## config.mk

```make
export PLATFORM = sky130hd
export DESIGN_NAME = etc_rgb_pixel_pipe_flat
export DESIGN_NICKNAME = d
export VERILOG_FILES = /design/src/rtl/etc_rgb_pixel_pipe_pkg.sv /design/src/rtl/etc_rgb_pixel_pipe_if.sv /design/src/rtl/etc_rgb_pixel_pipe_texel_lane.sv /design/src/rtl/etc_rgb_pixel_pipe.sv /design/src/flat_wrapper.sv
export SDC_FILE = /design/constraint.sdc
export NUM_CORES = 1
export LEC_CHECK = 0
export CAP_MARGIN = 20
export CELL_PAD_IN_SITES_DETAIL_PLACEMENT = 2
export CELL_PAD_IN_SITES_GLOBAL_PLACEMENT = 2
export CORE_MARGIN = 1
export CORE_UTILIZATION = 38
export DETAILED_ROUTE_END_ITERATION = 7
export HOLD_SLACK_MARGIN = 0.15
export PLACE_DENSITY = 0.95
export SYNTH_ARGS = -nofsm -noshare
export SYNTH_HDL_FRONTEND = slang
export SYNTH_HIERARCHICAL = 1
export SYNTH_SLANG_ARGS = --single-unit
```

## constraint.sdc

```tcl
create_clock -name sclk -period 6.1 [get_ports sclk]
set_input_delay 1.22 -clock sclk [delete_from_list [all_inputs] [get_ports sclk]]
set_output_delay 1.22 -clock sclk [all_outputs]
set_load 0.01 [all_outputs]
```

## src/rtl/etc_rgb_pixel_pipe_pkg.sv

```systemverilog
// Shared types and constants for the ETC1/ETC2 pixel pipe: FSM states, the
// modifier magnitude table, index-to-column mapping and RGBA lane packing.
package etc_rgb_pixel_pipe_pkg;

  typedef enum logic {ST_IDLE = 1'b0, ST_RUN = 1'b1} state_t;

  // Row t of the modifier table is (-large, -small, +small, +large).
  localparam logic [7:0] MOD_SMALL [8] = '{8'd2, 8'd5, 8'd9, 8'd13, 8'd18, 8'd24, 8'd33, 8'd47};
  localparam logic [7:0] MOD_LARGE [8] = '{8'd8, 8'd17, 8'd29, 8'd42, 8'd60, 8'd80, 8'd106, 8'd183};
  localparam logic [1:0] IDX_TO_COL [4] = '{2'd2, 2'd3, 2'd1, 2'd0};

  localparam int RGBA_W = 32;

  function automatic int lane_lsb(input int k);
    return RGBA_W * k;
  endfunction

  function automatic logic signed [9:0] col_modifier(input logic [2:0] t, input logic [1:0] col);
    logic signed [9:0] small_v;
    logic signed [9:0] large_v;
    small_v = signed'({2'b00, MOD_SMALL[t]});
    large_v = signed'({2'b00, MOD_LARGE[t]});
    case (col)
      2'd0:    return -large_v;
      2'd1:    return -small_v;
      2'd2:    return small_v;
      default: return large_v;
    endcase
  endfunction

endpackage

```

## src/rtl/etc_rgb_pixel_pipe_if.sv

```systemverilog
// Block-descriptor input and texel-beat output handshakes of the pixel pipe.
interface etc_rgb_pixel_pipe_if #(parameter int LANES = 2);
  logic                  in_valid;
  logic                  in_ready;
  logic [63:0]           in_block;
  logic [23:0]           in_base0;
  logic [23:0]           in_base1;
  logic                  in_flipped;
  logic                  in_punch;
  logic                  in_opaque;
  logic                  out_valid;
  logic                  out_ready;
  logic [32*LANES-1:0]   out_rgba;
  logic [3:0]            out_pix_idx;
  logic                  out_last;

  modport master (
    output in_valid, in_block, in_base0, in_base1, in_flipped, in_punch, in_opaque, out_ready,
    input  in_ready, out_valid, out_rgba, out_pix_idx, out_last
  );

  modport slave (
    input  in_valid, in_block, in_base0, in_base1, in_flipped, in_punch, in_opaque, out_ready,
    output in_ready, out_valid, out_rgba, out_pix_idx, out_last
  );
endinterface

```

## src/rtl/etc_rgb_pixel_pipe_texel_lane.sv

```systemverilog
// One texel lane: index/sub-block/modifier selection feeding stage 1, and
// the add-and-clamp of the registered stage-1 values feeding stage 2.
module etc_texel_lane
  import etc_rgb_pixel_pipe_pkg::*;
(
  input  logic [31:0]        i_idx_bits,
  input  logic [2:0]         i_tbl0,
  input  logic [2:0]         i_tbl1,
  input  logic [23:0]        i_base0,
  input  logic [23:0]        i_base1,
  input  logic               i_flipped,
  input  logic               i_punch_mode,
  input  logic [3:0]         i_pix,
  output logic signed [9:0]  o_mod,
  output logic [23:0]        o_base,
  output logic               o_transp,
  input  logic signed [9:0]  i_s1_mod,
  input  logic [23:0]        i_s1_base,
  input  logic               i_s1_transp,
  output logic [31:0]        o_rgba
);

  logic [1:0] w_idx;
  logic       w_sub;
  logic [2:0] w_tbl;

  function automatic logic [7:0] clamp8(input logic [7:0] ch, input logic signed [9:0] m);
    logic signed [9:0] s;
    s = signed'({2'b00, ch}) + m;
    if (s < 0)           return 8'd0;
    if (s > 10'sd255)    return 8'hFF;
    return s[7:0];
  endfunction

  // Texels are column-major, so p[1] marks the bottom half and p[3] the right half.
  assign w_idx = {i_idx_bits[{1'b1, i_pix}], i_idx_bits[{1'b0, i_pix}]};
  assign w_sub = i_flipped ? i_pix[1] : i_pix[3];
  assign w_tbl = w_sub ? i_tbl1 : i_tbl0;

  always_comb begin
    o_base   = w_sub ? i_base1 : i_base0;
    o_transp = i_punch_mode && (w_idx == 2'b10);
    o_mod    = col_modifier(w_tbl, IDX_TO_COL[w_idx]);
    if (i_punch_mode && (w_idx == 2'b00)) o_mod = '0;
  end

  always_comb begin
    o_rgba = {8'hFF, clamp8(i_s1_base[23:16], i_s1_mod),
                     clamp8(i_s1_base[15:8],  i_s1_mod),
                     clamp8(i_s1_base[7:0],   i_s1_mod)};
    if (i_s1_transp) o_rgba = '0;
  end

endmodule

```

## src/rtl/etc_rgb_pixel_pipe.sv

```systemverilog
// ETC1/ETC2 individual/differential pixel pipe: holds one 4x4 block and streams
// its 16 texels as LANES-wide beats through a two-stage stallable pipeline.
//
//   state   | meaning
//   IDLE    | no block held; in_ready high, waiting for a descriptor
//   RUN     | issuing beats of the held block; reloads on the last beat
module etc_rgb_pixel_pipe
  import etc_rgb_pixel_pipe_pkg::*;
#(
  parameter int LANES    = 2,
  parameter bit ALPHA_EN = 1'b1
) (
  input  logic                 sclk,
  input  logic                 rsrt_n,
  etc_rgb_pixel_pipe_if.slave  bus
);

  localparam int         BEATS     = 16 / LANES;
  localparam int         SH        = $clog2(LANES);
  localparam logic [3:0] LAST_BEAT = 4'(BEATS - 1);

  state_t      r_state, w_state_nx;
  logic [3:0]  r_beat, w_beat_nx;
  logic        w_in_ready, w_load, w_adv, w_last;
  logic [3:0]  w_pix;

  logic [31:0] r_idx_bits;
  logic [2:0]  r_tbl0, r_tbl1;
  logic [23:0] r_base0, r_base1;
  logic        r_flipped, r_punch_mode;

  logic               r_s1_v, r_s1_last;
  logic [3:0]         r_s1_pix;
  logic signed [9:0]  r_s1_mod   [LANES];
  logic [23:0]        r_s1_base  [LANES];
  logic               r_s1_transp[LANES];

  logic                r_s2_v, r_s2_last;
  logic [3:0]          r_s2_pix;
  logic [32*LANES-1:0] r_s2_rgba;

  logic signed [9:0]   w_mod      [LANES];
  logic [23:0]         w_base     [LANES];
  logic                w_transp   [LANES];
  logic [31:0]         w_lane_rgba[LANES];
  logic [32*LANES-1:0] w_rgba;
  logic                w_unused_blk;

  assign w_unused_blk = ^{bus.in_block[63:40], bus.in_block[33:32]};

  assign w_adv  = !r_s2_v || bus.out_ready;
  assign w_last = (r_beat == LAST_BEAT);
  assign w_pix  = r_beat << SH;

  always_comb begin
    w_state_nx = r_state;
    w_beat_nx  = r_beat;
    w_in_ready = 1'b0;
    w_load     = 1'b0;
    case (r_state)
      ST_IDLE: begin
        w_in_ready = 1'b1;
        if (bus.in_valid) begin
          w_load     = 1'b1;
          w_beat_nx  = '0;
          w_state_nx = ST_RUN;
        end
      end
      ST_RUN: begin
        if (w_adv) begin
          if (w_last) begin
            w_in_ready = 1'b1;
            w_beat_nx  = '0;
            if (bus.in_valid) w_load = 1'b1;
            else              w_state_nx = ST_IDLE;
          end else begin
            w_beat_nx = r_beat + 4'd1;
          end
        end
      end
      default: w_state_nx = ST_IDLE;
    endcase
  end

  always_ff @(posedge sclk or negedge rsrt_n) begin
    if (!rsrt_n) begin
      r_state      <= ST_IDLE;
      r_beat       <= '0;
      r_idx_bits   <= '0;
      r_tbl0       <= '0;
      r_tbl1       <= '0;
      r_base0      <= '0;
      r_base1      <= '0;
      r_flipped    <= 1'b0;
      r_punch_mode <= 1'b0;
    end else begin
      r_state <= w_state_nx;
      r_beat  <= w_beat_nx;
      if (w_load) begin
        r_idx_bits   <= bus.in_block[31:0];
        r_tbl0       <= bus.in_block[39:37];
        r_tbl1       <= bus.in_block[36:34];
        r_base0      <= bus.in_base0;
        r_base1      <= bus.in_base1;
        r_flipped    <= bus.in_flipped;
        r_punch_mode <= bus.in_punch && !bus.in_opaque && ALPHA_EN;
      end
    end
  end

  genvar k;
  generate
    for (k = 0; k < LANES; k++) begin : g_lane
      etc_texel_lane u_lane (
        .i_idx_bits  (r_idx_bits),
        .i_tbl0      (r_tbl0),
        .i_tbl1      (r_tbl1),
        .i_base0     (r_base0),
        .i_base1     (r_base1),
        .i_flipped   (r_flipped),
        .i_punch_mode(r_punch_mode),
        .i_pix       (w_pix + 4'(k)),
        .o_mod       (w_mod[k]),
        .o_base      (w_base[k]),
        .o_transp    (w_transp[k]),
        .i_s1_mod    (r_s1_mod[k]),
        .i_s1_base   (r_s1_base[k]),
        .i_s1_transp (r_s1_transp[k]),
        .o_rgba      (w_lane_rgba[k])
      );
    end
  endgenerate

  always_comb begin
    w_rgba = '0;
    for (int i = 0; i < LANES; i++) w_rgba[lane_lsb(i) +: RGBA_W] = w_lane_rgba[i];
  end

  // Stage 1 and stage 2 move together so a stall never drops or repeats a beat.
  always_ff @(posedge sclk or negedge rsrt_n) begin
    if (!rsrt_n) begin
      r_s1_v    <= 1'b0;
      r_s1_last <= 1'b0;
      r_s1_pix  <= '0;
      for (int i = 0; i < LANES; i++) begin
        r_s1_mod[i]    <= '0;
        r_s1_base[i]   <= '0;
        r_s1_transp[i] <= 1'b0;
      end
      r_s2_v    <= 1'b0;
      r_s2_last <= 1'b0;
      r_s2_pix  <= '0;
      r_s2_rgba <= '0;
    end else if (w_adv) begin
      r_s1_v    <= (r_state == ST_RUN);
      r_s1_last <= w_last;
      r_s1_pix  <= w_pix;
      for (int i = 0; i < LANES; i++) begin
        r_s1_mod[i]    <= w_mod[i];
        r_s1_base[i]   <= w_base[i];
        r_s1_transp[i] <= w_transp[i];
      end
      r_s2_v    <= r_s1_v;
      r_s2_last <= r_s1_v && r_s1_last;
      r_s2_pix  <= r_s1_pix;
      r_s2_rgba <= w_rgba;
    end
  end

  assign bus.in_ready    = w_in_ready;
  assign bus.out_valid   = r_s2_v;
  assign bus.out_last    = r_s2_last;
  assign bus.out_pix_idx = r_s2_pix;
  assign bus.out_rgba    = r_s2_rgba;

endmodule

```

## src/flat_wrapper.sv

```systemverilog
// flat-port wrapper written by rule: the top's interface ports become plain ports
module etc_rgb_pixel_pipe_flat import etc_rgb_pixel_pipe_pkg::*;
#(
  parameter int LANES    = 2,
  parameter bit ALPHA_EN = 1'b1
)
  (sclk, rsrt_n, bus_in_valid, bus_in_block, bus_in_base0, bus_in_base1, bus_in_flipped, bus_in_punch, bus_in_opaque, bus_out_ready, bus_in_ready, bus_out_valid, bus_out_rgba, bus_out_pix_idx, bus_out_last);
  etc_rgb_pixel_pipe_if #(.LANES(LANES)) bus_i ();
  input  logic sclk;
  input  logic rsrt_n;
  input wire logic [$bits(bus_i.in_valid)-1:0] bus_in_valid;
  input wire logic [$bits(bus_i.in_block)-1:0] bus_in_block;
  input wire logic [$bits(bus_i.in_base0)-1:0] bus_in_base0;
  input wire logic [$bits(bus_i.in_base1)-1:0] bus_in_base1;
  input wire logic [$bits(bus_i.in_flipped)-1:0] bus_in_flipped;
  input wire logic [$bits(bus_i.in_punch)-1:0] bus_in_punch;
  input wire logic [$bits(bus_i.in_opaque)-1:0] bus_in_opaque;
  input wire logic [$bits(bus_i.out_ready)-1:0] bus_out_ready;
  output wire logic [$bits(bus_i.in_ready)-1:0] bus_in_ready;
  output wire logic [$bits(bus_i.out_valid)-1:0] bus_out_valid;
  output wire logic [$bits(bus_i.out_rgba)-1:0] bus_out_rgba;
  output wire logic [$bits(bus_i.out_pix_idx)-1:0] bus_out_pix_idx;
  output wire logic [$bits(bus_i.out_last)-1:0] bus_out_last;
  assign bus_i.in_valid = bus_in_valid;
  assign bus_i.in_block = bus_in_block;
  assign bus_i.in_base0 = bus_in_base0;
  assign bus_i.in_base1 = bus_in_base1;
  assign bus_i.in_flipped = bus_in_flipped;
  assign bus_i.in_punch = bus_in_punch;
  assign bus_i.in_opaque = bus_in_opaque;
  assign bus_i.out_ready = bus_out_ready;
  assign bus_in_ready = bus_i.in_ready;
  assign bus_out_valid = bus_i.out_valid;
  assign bus_out_rgba = bus_i.out_rgba;
  assign bus_out_pix_idx = bus_i.out_pix_idx;
  assign bus_out_last = bus_i.out_last;
  etc_rgb_pixel_pipe #(.LANES(LANES), .ALPHA_EN(ALPHA_EN)) u_core (.sclk(sclk), .rsrt_n(rsrt_n), .bus(bus_i));
endmodule
```

# Yosys cells after proc, flatten, opt, wreduce, memory -nomap -nowiden

Memories as Yosys holds them, arrays and structs flattened.
Cells that the tools add are included.

Eq/ne operators: 9
Reduce and logical (&&, ||, !) cells: 14
Add/sub/neg operators: 12
Mux-type cells: 90
Bitwise gates (word level): 5
Magnitude comparators: 20

Operator list:

| operator                                                               | number |
|---|---|
| 8-bit 2-to-1 mux                                                       | 32 |
| 32-bit 2-to-1 mux                                                      | 2 |
| 9-bit by 10-bit adder with 10-bit output                               | 6 |
| 10-bit by 9-bit > comparator with 1-bit output (second input constant) | 6 |
| 10-bit by 1-bit < comparator with 1-bit output (second input constant) | 6 |
| 10-bit case mux with 3 select lines                                    | 2 |
| 24-bit 2-to-1 mux                                                      | 2 |
| 8-bit negation with 10-bit output                                      | 4 |
| 1-bit 2-to-1 mux                                                       | 31 |
| 10-bit 2-to-1 mux                                                      | 2 |
| 4-bit by 6-bit < comparator with 1-bit output (second input constant)  | 2 |
| 5-bit by 6-bit < comparator with 1-bit output (second input constant)  | 2 |
| 4-bit 2-to-1 mux                                                       | 3 |
| 4-bit by 1-bit adder with 4-bit output (second input constant)         | 2 |
| 1-bit binary-select mux with 4-bit select                              | 2 |
| 2-bit binary-select mux with 2-bit select                              | 2 |
| 2-bit == test (second input constant)                                  | 4 |
| 4-bit >= comparator (second input constant)                            | 2 |
| 2-bit logical NOT                                                      | 4 |
| 2-bit 2-to-1 mux                                                       | 4 |
| 3-bit inverter with 4-bit output                                       | 2 |
| 4-bit case mux with 2 select lines                                     | 1 |
| 1-bit binary-select mux with 3-bit select                              | 2 |
| 3-bit >= comparator (second input constant)                            | 2 |
| other kinds (11)                                                       | 23 |

Input bits: 119
ROM bits: 256
Memories: 4
Logic and storage cells: 176
Output and inout port bits: 71
Register bits: 237

Memories:

| name             | depth | width | read ports | clocked after Yosys merged registers in | write ports | line                         | source |
|---|---|---|---|---|---|---|---|
| (name not given) | 8     | 8     | 1          | 0                                       | 0           | etc_rgb_pixel_pipe_pkg.sv:22 | `large_v = signed'({2'b00, MOD_LARGE[t]});` |
| (name not given) | 8     | 8     | 1          | 0                                       | 0           | etc_rgb_pixel_pipe_pkg.sv:21 | `small_v = signed'({2'b00, MOD_SMALL[t]});` |
| (name not given) | 8     | 8     | 1          | 0                                       | 0           | etc_rgb_pixel_pipe_pkg.sv:22 |  |
| (name not given) | 8     | 8     | 1          | 0                                       | 0           | etc_rgb_pixel_pipe_pkg.sv:21 |  |

# Depth between registers and ports, before layout

Word-level depth: 10
Mapped depth: 14
Depth with buffers taken out: 12

# Modules after synthesis

The synthesis kept the hierarchy.

By module, submodules not included:

| module                                   | area an instance (um^2) | cells each | times used |
|---|---|---|---|
| etc_rgb_pixel_pipe                       | 8,967.4                 | 827        | 1 |
| etc_texel_lane (u_core.g_lane[0].u_lane) | 2,786.4                 | 420        | 1 |
| etc_texel_lane (u_core.g_lane[1].u_lane) | 2,770.2                 | 354        | 1 |

# Least setup slack after synthesis

Ideal clock, no wire load.

Path type: register to register
Start point: reg u_core.r_beat[0]
End point: reg u_core/r_s1_mod[17] (netlist bit)
Buffers on the path: 3
Arrival: 3.324 ns
Data required time: 5.983 ns
Path slack: 2.659 ns
Setup time: 0.117 ns
Cell stages (with the launch flop): 14
Cell sequence: dfrtp_1 > mux2_4 > buf_6 > clkbuf_1 > mux2i_1 > ha_1 > clkbuf_1 > o221ai_1 > nand3_1 > nor4_4 > a211oi_1 > a211o_1 > nand2_1 > nand2_1

RTL lines:

| what                           | line                      | source |
|---|---|---|
| start: declaration             | etc_rgb_pixel_pipe.sv:23  | `logic [3:0] r_beat, w_beat_nx;` |
| start signal: assignment       | etc_rgb_pixel_pipe.sv:98  | `r_beat <= w_beat_nx;` |
| end signal: indexed assignment | etc_rgb_pixel_pipe.sv:159 | `r_s1_mod[i] <= w_mod[i];` |
| end: declaration               | etc_rgb_pixel_pipe.sv:34  | `logic signed [9:0] r_s1_mod [LANES];` |

==> key figures <==
Critical path
  • Critical Setup Path Class: flip-flop to flip-flop
  • Worst path required time: 6560 ps
  • CP endpoint kind: flip-flop
  • CP arrival: 4660 ps
  • Critical path fanouts, max: 24
  • Startpoint class of the critical path: flip-flop
  • R2r setup slk: 1900 ps
  • Reg2reg end: u_core/r_s1_mod[8]
  • Worst-case reg-to-reg path depth: 12
  • Crit Reg-Reg Startpoint: u_core/r_beat[2]

Synthesis
  • Synth warn: 6
  • Synth Area in XOR/XNOR: 1.99%
  • Main combinational cell family by area after synthesis: simple AND/OR/NAND/NOR gates
  • Avg Inst Size Synth: 9.07 um^2
  • Flops & latches, synth: 237
  • Synth Area in Adders: 5.91%
  • EDFF count, synth: 0
  • Async S/R FF share, synth: 100%
  • Most used DFF post-synth: dfrtp_1
  • Post-synthesis sequential area ratio: 40.8%
  • Post-synth cell types: 72
  • Synth Area in Simple Gates: 20.1%
  • Compound-Gate Fraction of Synth Area: 11.7%
  • Cells after synthesis: 1601
  • Post-synthesis mux area share: 15.2%
  • Synth Cell Area: 14500 um^2

Layout
  • Non-Filler Instances: 2258
  • Final nets: 1907
  • Filler Cell Count: 4020
  • Layout cells sized above 1: 13.2%
  • Final Util: 46.5%
  • Ant. Diodes: 0
  • Post-route cell area: 17500 um^2
  • Synth-to-layout area growth: 20.5%

STA
  • F_max: 238 MHz
  • Max-slew headroom: 26.0%
  • Worst-Margin Slew: 1110 ps
  • Fin crit period: 4200 ps
  • Endpoints failing hold: 0
  • Slew Viols, Final: 0
  • RSZ-0062 raised after global routing: no
  • Final setup fails: 0
  • Setup TNS Final: 0 ps
  • Final period util: 68.9%
  • Clock skew: 15.9 ps

Clock tree
  • Post-CTS Setup Repair Bufs: 0
  • CTS tree: built
  • Reg clk slew, reported paths: 60 ps
  • Clock Latency Late Sink: 590 ps
  • Clk buf depth: 3
  • Clock sinks: 237
  • # H-tree levels: 1
  • PostCTS Resize Cnt: 0
  • Cts hold-fix bufs: 0
  • CTS Root Cell: clkbuf_16
  • CTS buffer count: 30

Drt
  • Vias: 12700
  • DRC Markers: 0
  • DR WL/cell: 24.1 um
  • Iter 0 DRT Violations: 625
  • Vias per inst: 5.64
  • Post-Route WL: 54300 um
  • Drt first pass iters: 5
  • Remaining antenna violation count: 0

Global route
  • Initial antenna violation count: 0
  • Largest net degree at the start of global routing: 122
  • GRT Overall Usage: 28.2%
  • Grt met1 use: 34.0%
  • Number of global-route vias before repair: 14400
  • M2 GR Usage: 50.2%
  • Global-route wire length before repair: 85300 um
  • GR Layer Usage met3: 4.18%
  • Busiest grt layer: met2
  • GR Overflow Total: 0

Placement
  • Placed insts: 2202
  • Placement Cell Area: 16400 um^2
  • # port buffers: 162
  • Gpl congestion: 0.854
  • Dpl hpwl: 36100 um

Floorplan
  • Chip Height: 198 um
  • Row cnt: 71
  • Boundary Pins: 190
  • Initial Utilization: 38.6%
  • Die area: 39000 um^2
  • Core Region: 37700 um^2
  • Die Wd: 198 um

Hold path
  • Hold endpoint: u_core/bus.out_rgba[39]
  • Min-Delay Startpoint: u_core/bus.out_rgba[39]
  • Worst hold stages: 2
  • Hold crit path type: flip-flop to flip-flop

Power and ir drop
  • Worst VDD drop: 0.272 mV
  • Pwr per Cell Area: 723 nW/um^2
  • LEAKAGE: 8.25 nW

Outcome
  • Status: finished, final reports clean

Run
  • Max cap viols: 0
==> cells by family after synthesis <==
group | Yosys count
simple gates | 709
compound gates | 257
flops | 237
mux | 173
buf+inv | 125
fa+ha+maj | 65
xor+xnor | 33
other cells | 2
==> cells in the final DEF (no fill, tap or decap), types with 6 or more instances in the layout <==
cell type | netlist | routed
nor2_1 | 62 | 62
nor3_1 | 19 | 19
clkinvlp_4 | 0 | 6
o21ai_0 | 43 | 43
a21o_1 | 10 | 10
fa_1 | 6 | 6
nand2_1 | 546 | 546
mux2i_1 | 28 | 27
nor2b_1 | 16 | 15
or2_2 | 8 | 8
nand2b_1 | 19 | 18
clkbuf_16 | 0 | 31
ha_1 | 59 | 59
inv_1 | 41 | 41
o211ai_1 | 7 | 7
a31oi_1 | 11 | 11
nand3_1 | 11 | 11
xor2_1 | 23 | 23
dfrtp_1 | 237 | 237
a21oi_1 | 73 | 73
clkdlybuf4s50_1 | 0 | 161
o22ai_1 | 6 | 6
a211oi_1 | 13 | 13
a211o_1 | 11 | 11
clkinv_2 | 0 | 6
mux2_2 | 113 | 113
o21a_1 | 31 | 31
xnor2_1 | 10 | 10
o21bai_1 | 8 | 8
mux2_4 | 10 | 10
mux4_2 | 16 | 16
buf_4 | 24 | 9
==> flip-flops by register name, indices dropped and copies added (netlist names), 4 cells and up <==
name / count
u_core/r_s1_base: 48
u_core/bus.out_rgba: 64
u_core/r_base0: 24
u_core/r_beat: 4
u_core/r_idx_bits: 32
u_core/r_base1: 24
u_core/r_s1_mod: 20
==> cell usage after synthesis, drive strengths merged, types with 4 or more instances <==
master	number	share of area, %
a211o	11	0.66
a211oi	13	0.67
a21boi	5	0.26
a21o	10	0.52
a21oi	73	2.5
a31oi	11	0.47
and3	4	0.17
buf	40	2.0
clkbuf	43	1.1
dfrtp	237	41
fa	6	0.83
ha	59	5.1
inv	42	1.1
mux2	123	9.8
mux2i	31	2.3
mux4	19	3.0
nand2	546	14
nand2b	19	0.82
nand3	11	0.38
nor2	62	1.6
nor2b	16	0.69
nor3	19	0.65
nor4	4	0.38
o211ai	7	0.36
o21a	31	1.6
o21ai	46	1.6
o21bai	8	0.41
o221ai	6	0.40
o22ai	6	0.26
o31a	4	0.24
o31ai	4	0.21
or2	8	0.34
or3	5	0.22
xnor2	10	0.60
xor2	23	1.4
==> worst max-delay path, cell delays in order, from the launching register on <==
cell and delay, ps:
dfrtp_1 600, mux2i_4 530, buf_4 450, mux2_2 440, ha_1 550, nand2b_1 140, o221ai_1 190, o211ai_1 200
nor4_4 420, and3_1 250, nor3_1 80, nand2_1 110, nand2_1 100
==> per-layer routing <==
| layer | part of all wire [%] | vias up |
|---|---|---|
| li1 | - | 5689 |
| met1 | 41 | 6556 |
| met2 | 51 | 361 |
| met3 | 4.8 | 135 |
| met4 | 3.9 | 0 |
| met5 | 0 | - |
==> metrics by stage <==
stage                     hold WS, ps  worst slack, ps  total power [mW]
after floorplan                   437             2660              7.92
after global placement            450             1960              9.67
after detailed placement          463             1820              10.3
after CTS                         473             1900              12.6
after global routing              497             1600              13.4
final                             465             1900              12.7
==> worst max path at each step <==
| stage | start | endpoint |
|---|---|---|
| 2_1_floorplan | u_core/r_beat[0] | u_core/r_s1_mod[17] |
| 3_3_place_gp | bus_out_ready | u_core/r_base0[9] |
| 3_5_place_dp | bus_out_ready | u_core/r_base1[15] |
| 4_1_cts | u_core/r_beat[2] | u_core/r_s1_mod[8] |
| 5_1_grt | u_core/r_beat[2] | u_core/r_s1_mod[8] |
| 6_report | u_core/r_beat[2] | u_core/r_s1_mod[8] |
==> area by class of cell <==
type | instances | area, um^2 | area share [%]
Multi-Input combinational cell | 1240 | 8000 | 45.7
Sequential cell | 237 | 5930 | 33.9
Timing Repair Buffer | 172 | 1710 | 9.79
Clock buffer | 35 | 821 | 4.69
Tap cell | 511 | 639 | 3.65
Clock inverter | 21 | 239 | 1.37
Inverter | 42 | 158 | 0.901
==> report_power, final <==
part           leakage (nW)  internal, mW  switching (mW)
sequential             2.90          2.32           0.908
combinational          4.85          3.11            4.39
clock                 0.506          1.14           0.790
total                  8.25          6.57            6.09
No activity file was read; power rests on OpenSTA's default activity.
